===== config.mk =====
export PLATFORM = sky130hd
export DESIGN_NAME = response_streamer
export DESIGN_NICKNAME = d
export VERILOG_FILES = /design/src/rtl/response_streamer_pkg.sv /design/src/rtl/response_streamer.sv
export SDC_FILE = /design/constraint.sdc
export NUM_CORES = 1
export LEC_CHECK = 0
export CAP_MARGIN = 10
export CORE_ASPECT_RATIO = 1.75
export CORE_MARGIN = 2
export CORE_UTILIZATION = 51
export DETAILED_ROUTE_END_ITERATION = 12
export MAX_ROUTING_LAYER = met4
export PLACE_DENSITY = 0.85
export SLEW_MARGIN = 5
export SYNTH_ARGS = -nofsm -noshare
export SYNTH_HDL_FRONTEND = slang
export SYNTH_SLANG_ARGS = --single-unit

===== constraint.sdc =====
create_clock -name clock -period 4.6 [get_ports clock]
set_input_delay 1.15 -clock clock [delete_from_list [all_inputs] [get_ports clock]]
set_output_delay 1.15 -clock clock [all_outputs]
set_load 0.005 [all_outputs]

===== src/rtl/response_streamer_pkg.sv =====
// ----------------------------------------------------------------------------
// response_streamer_pkg
// Shared processor package: default widths for the response path, the
// response streamer state encoding, and a few control-unit constants that
// live alongside it so the whole processor uses one source of truth.
// ----------------------------------------------------------------------------
package response_streamer_pkg;

    // Default widths of the response memory / output stream
    localparam int RS_ADDR_W = 8;
    localparam int RS_DATA_W = 8;

    // Control-unit constants
    localparam int          CU_PC_W     = 8;
    localparam int          CU_OPCODE_W = 4;
    localparam logic [3:0]  CU_OP_NOP   = 4'h0;
    localparam logic [3:0]  CU_OP_HALT  = 4'hF;

    // Response streamer states
    typedef enum logic [2:0] {
        ST_IDLE = 3'd0,
        ST_READ = 3'd1,
        ST_WAIT = 3'd2,
        ST_SEND = 3'd3,
        ST_DONE = 3'd4
    } rs_state_e;

endpackage : response_streamer_pkg


===== src/rtl/response_streamer.sv =====
// ----------------------------------------------------------------------------
// response_streamer
// After program execution ends, reads resp_count words out of the external
// response memory and streams them on a valid/ready interface. Words at even
// addresses are tagged as instruction words (out_kind=0), odd addresses as
// result words (out_kind=1). One word is emitted every three cycles when the
// consumer is always ready.
//
// Ports
//   clock          : single clock, rising edge
//   reset          : asynchronous, active-low reset
//   file_finished  : high while program execution has ended; a rising edge
//                    while idle starts a stream
//   resp_count     : number of valid response words, sampled at start
//   mem_addr       : response-memory read address
//   mem_rd_en      : response-memory read strobe (one cycle per word)
//   mem_rdata      : response-memory read data, valid one cycle after strobe
//   out_data       : streamed word
//   out_kind       : 0 = instruction word, 1 = result word
//   out_last       : final word of the stream
//   out_valid      : out_data/out_kind/out_last are valid
//   out_ready      : consumer accepts the word on valid & ready
//   busy           : stream in progress
//   done           : stream complete, held until file_finished falls
// ----------------------------------------------------------------------------
module response_streamer
    import response_streamer_pkg::*;
#(
    parameter int ADDR_W = RS_ADDR_W,
    parameter int DATA_W = RS_DATA_W
) (
    input  logic              clock,
    input  logic              reset,
    input  logic              file_finished,
    input  logic [ADDR_W-1:0] resp_count,
    output logic [ADDR_W-1:0] mem_addr,
    output logic              mem_rd_en,
    input  logic [DATA_W-1:0] mem_rdata,
    output logic [DATA_W-1:0] out_data,
    output logic              out_kind,
    output logic              out_last,
    output logic              out_valid,
    input  logic              out_ready,
    output logic              busy,
    output logic              done
);

    rs_state_e         r_state;
    rs_state_e         w_state_next;
    logic              r_ff_prev;
    logic [ADDR_W-1:0] r_count;
    logic [ADDR_W-1:0] r_addr;
    logic              r_kind;
    logic [DATA_W-1:0] r_data;

    logic              w_start;
    logic              w_handshake;
    logic              w_at_last;

    // Only a fresh rising edge of file_finished starts a stream. The edge
    // register comes out of reset at 1 so a level that is already high when
    // reset releases cannot trigger a new stream by itself.
    assign w_start     = (r_state == ST_IDLE) && file_finished && !r_ff_prev;
    assign w_handshake = (r_state == ST_SEND) && out_ready;
    assign w_at_last   = (r_addr == (r_count - ADDR_W'(1)));

    // ------------------------------------------------------------------
    // State register and datapath
    // ------------------------------------------------------------------
    always_ff @(posedge clock or negedge reset) begin
        if (!reset) begin
            r_state   <= ST_IDLE;
            r_ff_prev <= 1'b1;
            r_count   <= '0;
            r_addr    <= '0;
            r_kind    <= 1'b0;
            r_data    <= '0;
        end else begin
            r_state   <= w_state_next;
            r_ff_prev <= file_finished;

            if (w_start) begin
                r_count <= resp_count;
                r_addr  <= '0;
                r_kind  <= 1'b0;
            end

            // Memory data arrives the cycle after the read strobe
            if (r_state == ST_WAIT) begin
                r_data <= mem_rdata;
            end

            // Address and kind advance together, so kind always tracks the
            // address parity. The count is at most 2^ADDR_W-1, so the
            // increment after the last word never wraps.
            if (w_handshake) begin
                r_addr <= r_addr + ADDR_W'(1);
                r_kind <= ~r_kind;
            end
        end
    end

    // ------------------------------------------------------------------
    // Next state and state-decoded outputs
    // ------------------------------------------------------------------
    always_comb begin
        w_state_next = r_state;
        mem_rd_en    = 1'b0;
        out_valid    = 1'b0;
        out_last     = 1'b0;
        busy         = 1'b0;
        done         = 1'b0;

        unique case (r_state)
            ST_IDLE: begin
                if (w_start) begin
                    // An empty response goes straight to DONE with no beat
                    w_state_next = (resp_count == '0) ? ST_DONE : ST_READ;
                end
            end
            ST_READ: begin
                mem_rd_en    = 1'b1;
                busy         = 1'b1;
                w_state_next = ST_WAIT;
            end
            ST_WAIT: begin
                busy         = 1'b1;
                w_state_next = ST_SEND;
            end
            ST_SEND: begin
                busy      = 1'b1;
                out_valid = 1'b1;
                out_last  = w_at_last;
                if (out_ready) begin
                    w_state_next = w_at_last ? ST_DONE : ST_READ;
                end
            end
            ST_DONE: begin
                done = 1'b1;
                // file_finished may have dropped mid-stream; leave at once then
                if (!file_finished) begin
                    w_state_next = ST_IDLE;
                end
            end
            default: begin
                w_state_next = ST_IDLE;
            end
        endcase
    end

    assign mem_addr = r_addr;
    assign out_data = r_data;
    assign out_kind = r_kind;

endmodule : response_streamer


==> results of run 1 <==
==> critical path, delay by kind of cell, from the launching register on <==
kind,cells,cell delay (ps)
AO/OA/AOI/OAI,2,440
XOR/XNOR,1,140
adder cells (fa/ha/maj),1,320
buffers and inverters,2,650
flip-flops,1,460
AND/OR/NAND/NOR,1,380
==> flip-flops by register name (all words and copies together), names as in the netlist <==
register and flops:
r_count 8, out_kind 1, out_data 8, r_ff_prev 1
mem_addr 8, r_state 3
==> metrics by stage <==
stage / util, % / instance area [µm²] / total power [mW] / instances / hold WS, ps
after floorplan: - / 1480 / 0.768 / 151 / 467
after global placement: 70.6 / 1920 / 0.979 / 216 / 482
after detailed placement: 70.6 / 1920 / 1.02 / 216 / 489
after CTS: 73.7 / 2010 / 1.25 / 223 / 502
after global routing: 73.9 / 2010 / 1.33 / 223 / 543
final: 73.9 / 2010 / 1.25 / 223 / 497
==> routing by layer <==
layer	track usage, %	up-vias	part of all wire (%)
met2	48.8	56	54
met4	18.2	0	3.9
met5	-	-	0
met1	31.1	659	36
li1	-	622	-
met3	7.43	18	5.9
==> where the power goes <==
| part | internal, mW | total, mW | switching [mW] |
|---|---|---|---|
| combinational | 0.309 | 0.547 | 0.237 |
| sequential | 0.356 | 0.488 | 0.132 |
| clock | 0.118 | 0.213 | 0.0950 |
==> layout by cell type (no fill, tap or decap), drive strengths merged, types with 2 or more instances in the layout <==
cell type	instances
nor4	4
xor2	4
dfrtp	28
nor3b	2
buf	2
and3	3
inv	3
ha	2
a21oi	2
o21ai	13
o211ai	2
nand3	3
xnor2	6
nand4	2
clkdlybuf4s50	41
mux2	8
nand2	30
nor3	4
and2	2
clkbuf	7
nor2	10
==> logic make-up (layout without fill, tap and decap cells) <==
group / Yosys count / count (layout)
buf+inv: 8 / 53
mux: 8 / 8
flops: 29 / 29
xor+xnor: 10 / 10
fa+ha+maj: 2 / 2
simple gates: 70 / 70
compound gates: 24 / 24
==> cell type report <==
type / instances / share of cell area (%)
clock buffers: 7 / 4.29
inverters: 3 / 0.560
multi-input cells: 114 / 36.2
flip-flops and latches: 29 / 36.1
well taps: 27 / 1.68
repair buffers: 43 / 21.1
==> worst paths after layout <==
kind	from	end	slack, ps	cells after the start
max	r_count[0]	out_last	770	7
max in group asynchronous	reset	r_ff_prev	3050	2
min	out_kind	out_kind	500	1
max reg2reg	r_count[0]	r_state[0]	2170	7
min reg2reg	out_kind	out_kind	500	1
min in group asynchronous	reset	mem_addr[7]	1240	2
==> impl_metrics.env, run 1 <==
export IMPL_outcome="completed"
export IMPL_wl_per_cell_um=18.2
export IMPL_multi_input_area_um2=728
export IMPL_p_leak_nw=0.851
export IMPL_fin_ws_ps=770
export IMPL_drv_slew=0
export IMPL_synth_most_common_cell="nand2_1"
export IMPL_drtIter0Drc=65
export IMPL_initial_core_util_pct=54.4
export IMPL_synth_top_family_by_area="simple AND/OR/NAND/NOR gates"
export IMPL_syn_cell_area_mm2=0.00148
export IMPL_cts_sinks=29
export IMPL_synth_ff_type="dfrtp_1"
export IMPL_worst_ep_required_time_ps=3450
export IMPL_synth_mux_area_share_pct=6.09
export IMPL_portBuffers=41
export IMPL_nFillCells=176
export IMPL_seqCellArea_um2=727
export IMPL_hp_class="register to register"
export IMPL_cts_resized=0
export IMPL_nNetsFinal=218
export IMPL_grt_overflow_total=0
export IMPL_clock_skew_ps=6.06
export IMPL_vdd_ir_drop_max_mv=0.398
export IMPL_crit_fanout=5
export IMPL_vias=1355
export IMPL_clockBufferDepth=2
export IMPL_synth_nets=173
export IMPL_fp_dieH_um=75.3
export IMPL_clkTransAtPathRegs_ps=60
export IMPL_syn_to_final_growth_pct=35.9
export IMPL_netlist_top_cells_area="dfrtp_1 (47%), nand2_1 (7.6%), mux2_2 (6.1%)"
export IMPL_synth_cell_types=38
export IMPL_synthCells=151
export IMPL_yosys_area_top_type="dfrtp_1"
export IMPL_htreeDepth=2
export IMPL_cts_buffers=5
export IMPL_cap_violations=0
export IMPL_io_pins=42
export IMPL_root_buffer="clkbuf_8"
export IMPL_synth_simple_gate_area_share_pct=25.1
export IMPL_p_per_area_mw_per_mm2=620
export IMPL_synthAdderAreaFrac_pct=1.69
export IMPL_firstDrtPassIters=4
export IMPL_num_rows=25
export IMPL_slew_headroom_pct=51.5
export IMPL_endpoint_kind="primary output"
export IMPL_finalCriticalPeriod_ps=3830
export IMPL_setup_viol=0
export IMPL_worst_setup_path_start_kind="register"
export IMPL_grt_pass1_wl_mm=6.80
export IMPL_period_share_pct=83.3
export IMPL_routed_wl_mm=4.07
export IMPL_grt_pass1_vias=1478
export IMPL_synth_commonest_cells="nand2_1 (30), dfrtp_1 (28), o21ai_0 (13)"
export IMPL_clk_latency_ps=290
export IMPL_async_reset_ff_share_pct=100
export IMPL_drc=0
export IMPL_synthXorXnorAreaFrac_pct=5.92
export IMPL_rsz0062_at_grt="false"
export IMPL_avgViaCountPerCell=6.08
export IMPL_hold_buffers=0
export IMPL_path_cells="inv_1 > ha_1 > xnor2_1 > a211oi_1 > o311ai_0 > nor4b_1 > clkdlybuf4s50_1"
export IMPL_cts_tree="built"
export IMPL_dp_hpwl_mm=3.00
export IMPL_antenna_left=0
export IMPL_yosysWarnings=0
export IMPL_fmax_mhz=261
export IMPL_finalSetupTns_ps=0
export IMPL_drive_gt1_share_pct=10.7
export IMPL_cpMaxStageDelayCell="clkdlybuf4s50_1"
export IMPL_core_area_mm2=0.00272
export IMPL_design_die_area_mm2=0.00337
export IMPL_cp_data_arrival_time_ps=2680
export IMPL_die_w_um=44.7
export IMPL_grt_max_degree=30
export IMPL_synth_top_area_share_pct=47.3
export IMPL_synth_compound_area_share_pct=10.1
export IMPL_max_slew_worst_pin_slew_ps=724
export IMPL_ys_seq_area_share_pct=49.1
export IMPL_place_congestion=0.956
export IMPL_cpPeakStageDelay_ps=570
export IMPL_num_antenna_cells=0
export IMPL_ys_ff_latch=29
export IMPL_critPathKind="register to primary output"
export IMPL_synth_edff_count=0
export IMPL_post_place_ws_ps=1190
export IMPL_hold_viol=0
export IMPL_cts_setup_buffers=0
export IMPL_antenna_found_initial=0
export IMPL_avgSynthCellArea_um2=9.80
export IMPL_grt_usage_pct=29.7
No activity file was read; power rests on OpenSTA's default activity.
==> run 2: changes to the inputs <==
- CORE_UTILIZATION: 51 -> 47
- PLACE_DENSITY: 0.85 -> 0.79
- clock period: 4.6 -> 3.9 ns (I/O delays scaled with it)
==> run 2 against run 1 <==
  * Worst setup slack worse by 470 ps
  * Die area up 7.9%
  * Global-route usage down 5.4 points
  * Register-to-register slack worse by 710 ps
  * Final area up 1.9%
  * First-iteration DRC count down 51%
==> impl_metrics.env, run 2 (synthesized netlist as in run 1, its figures left out) <==
export IMPL_hp_class="register to register"
export IMPL_cts_sinks=29
export IMPL_dp_cells=233
export IMPL_die_w_um=46.4
export IMPL_clk_latency_ps=280
export IMPL_grt_max_degree=30
export IMPL_period_share_pct=92.2
export IMPL_max_slew_worst_pin_slew_ps=649
export IMPL_worst_setup_path_start_kind="register"
export IMPL_vias=1314
export IMPL_slew_headroom_pct=56.2
export IMPL_core_area_mm2=0.00307
export IMPL_avgViaCountPerCell=5.45
export IMPL_cts_buffers=5
export IMPL_cts_setup_buffers=0
export IMPL_cpPeakStageDelay_ps=560
export IMPL_initial_core_util_pct=48.1
export IMPL_cp_data_arrival_time_ps=2620
export IMPL_grt_pass1_vias=1351
export IMPL_path_cells="inv_1 > ha_1 > xnor2_1 > a211oi_1 > o311ai_0 > nor4b_1 > clkdlybuf4s50_1"
export IMPL_p_leak_nw=0.864
export IMPL_hold_buffers=0
export IMPL_nNetsFinal=219
export IMPL_drive_gt1_share_pct=11.6
export IMPL_portBuffers=41
export IMPL_clockBufferDepth=2
export IMPL_clock_skew_ps=4.76
export IMPL_grt_usage_pct=24.3
export IMPL_cts_tree="built"
export IMPL_drv_slew=0
export IMPL_num_rows=27
export IMPL_setup_viol=0
export IMPL_nFillCells=247
export IMPL_wl_per_cell_um=15.6
export IMPL_worst_ep_required_time_ps=2920
export IMPL_grt_pass1_wl_mm=6.11
export IMPL_endpoint_kind="primary output"
export IMPL_place_congestion=0.873
export IMPL_io_pins=42
export IMPL_cpMaxStageDelayCell="clkdlybuf4s50_1"
export IMPL_outcome="completed"
export IMPL_routed_wl_mm=3.75
export IMPL_drtIter0Drc=32
export IMPL_antenna_left=0
export IMPL_finalCriticalPeriod_ps=3600
export IMPL_dp_hpwl_mm=2.86
export IMPL_design_die_area_mm2=0.00363
export IMPL_htreeDepth=2
export IMPL_cap_violations=0
export IMPL_grt_overflow_total=0
export IMPL_drc=0
export IMPL_vdd_ir_drop_max_mv=0.438
export IMPL_firstDrtPassIters=4
export IMPL_p_per_area_mw_per_mm2=716
export IMPL_antenna_found_initial=0
export IMPL_root_buffer="clkbuf_8"
export IMPL_stdcell_count=241
export IMPL_final_cell_mix="clkdlybuf4s50_1 (41), nand2_1 (30), dfrtp_1 (28)"
export IMPL_hold_viol=0
export IMPL_crit_fanout=5
export IMPL_critPathKind="register to primary output"
export IMPL_fp_dieH_um=78.2
export IMPL_finalSetupTns_ps=0
export IMPL_layout_commonest_cell="clkdlybuf4s50_1"
export IMPL_cts_resized=0
export IMPL_fmax_mhz=278
export IMPL_clkTransAtPathRegs_ps=60
export IMPL_syn_to_final_growth_pct=38.5
export IMPL_num_antenna_cells=0
export IMPL_rsz0062_at_grt="false"
## run 2: cell count changes in the layout (fill, tap and decap cells not counted)
| cell | before | now |
|---|---|---|
| nor3b_1 | 1 | 2 |
| nor3b_2 | 1 | 0 |
| clkinv_2 | 0 | 1 |
| clkbuf_1 | 1 | 0 |
| clkbuf_8 | 6 | 7 |
| buf_4 | 2 | 3 |
## run 2: critical path: cells and delay by family (launching register included)
kind            cells  cell delay [ps]
flops               1              450
buf+inv             2              650
xor+xnor            1              130
simple gates        1              350
compound gates      2              460
fa+ha+maj           1              310
## run 2: final cells by class
| cell class | instances | area [µm²] | area share, % |
|---|---|---|---|
| well taps | 43 | 53.8 | 2.63 |
| flip-flops and latches | 29 | 727 | 35.5 |
| multi-input cells | 114 | 723 | 35.3 |
| clock buffers | 7 | 96.3 | 4.70 |
| repair buffers | 44 | 433 | 21.1 |
| clock inverters | 1 | 5.00 | 0.244 |
| inverters | 3 | 11.3 | 0.549 |
## run 2: layer usage
layer | vias up | GRT usage [%] | routed length [µm]
met5 | - | - | 0
met2 | 44 | 40.3 | 2080
met1 | 631 | 25.4 | 1400
li1 | 627 | - | -
met3 | 12 | 5.06 | 122
met4 | 0 | 13.4 | 151
## run 2: path summary, 6_finish.rpt
check                      startpoint           to  slack, ps  depth (start not counted)
max                        r_count[0]     out_last        300                          7
min                          out_kind     out_kind        500                          1
max reg2reg                r_count[0]   r_state[0]       1460                          7
min reg2reg                  out_kind     out_kind        500                          1
max in group asynchronous       reset    r_ff_prev       2520                          2
min in group asynchronous       reset  out_data[3]       1070                          2
## run 2: power by group
part | total (mW) | internal (mW) | switching, mW
Combinational | 0.636 | 0.368 | 0.268
Sequential | 0.562 | 0.420 | 0.143
Clock | 0.269 | 0.159 | 0.110
## run 2: stage by stage
step	hold slack (ps)	setup slack (ps)	utilization (%)	instance area (µm²)	total power [mW]
2_1_floorplan	467	1250	-	1480	0.905
3_3_place_gp	478	658	63.4	1950	1.17
3_5_place_dp	495	601	63.4	1950	1.20
4_1_cts	508	289	66.7	2050	1.48
5_1_grt	524	122	66.7	2050	1.56
6_report	501	304	66.7	2050	1.47
==> run 3: changes to the inputs <==
- TNS_END_PERCENT: not set -> 50
==> results of run 3 <==
Same layout as run 2: the final DEF is identical, and so are final timing and power.
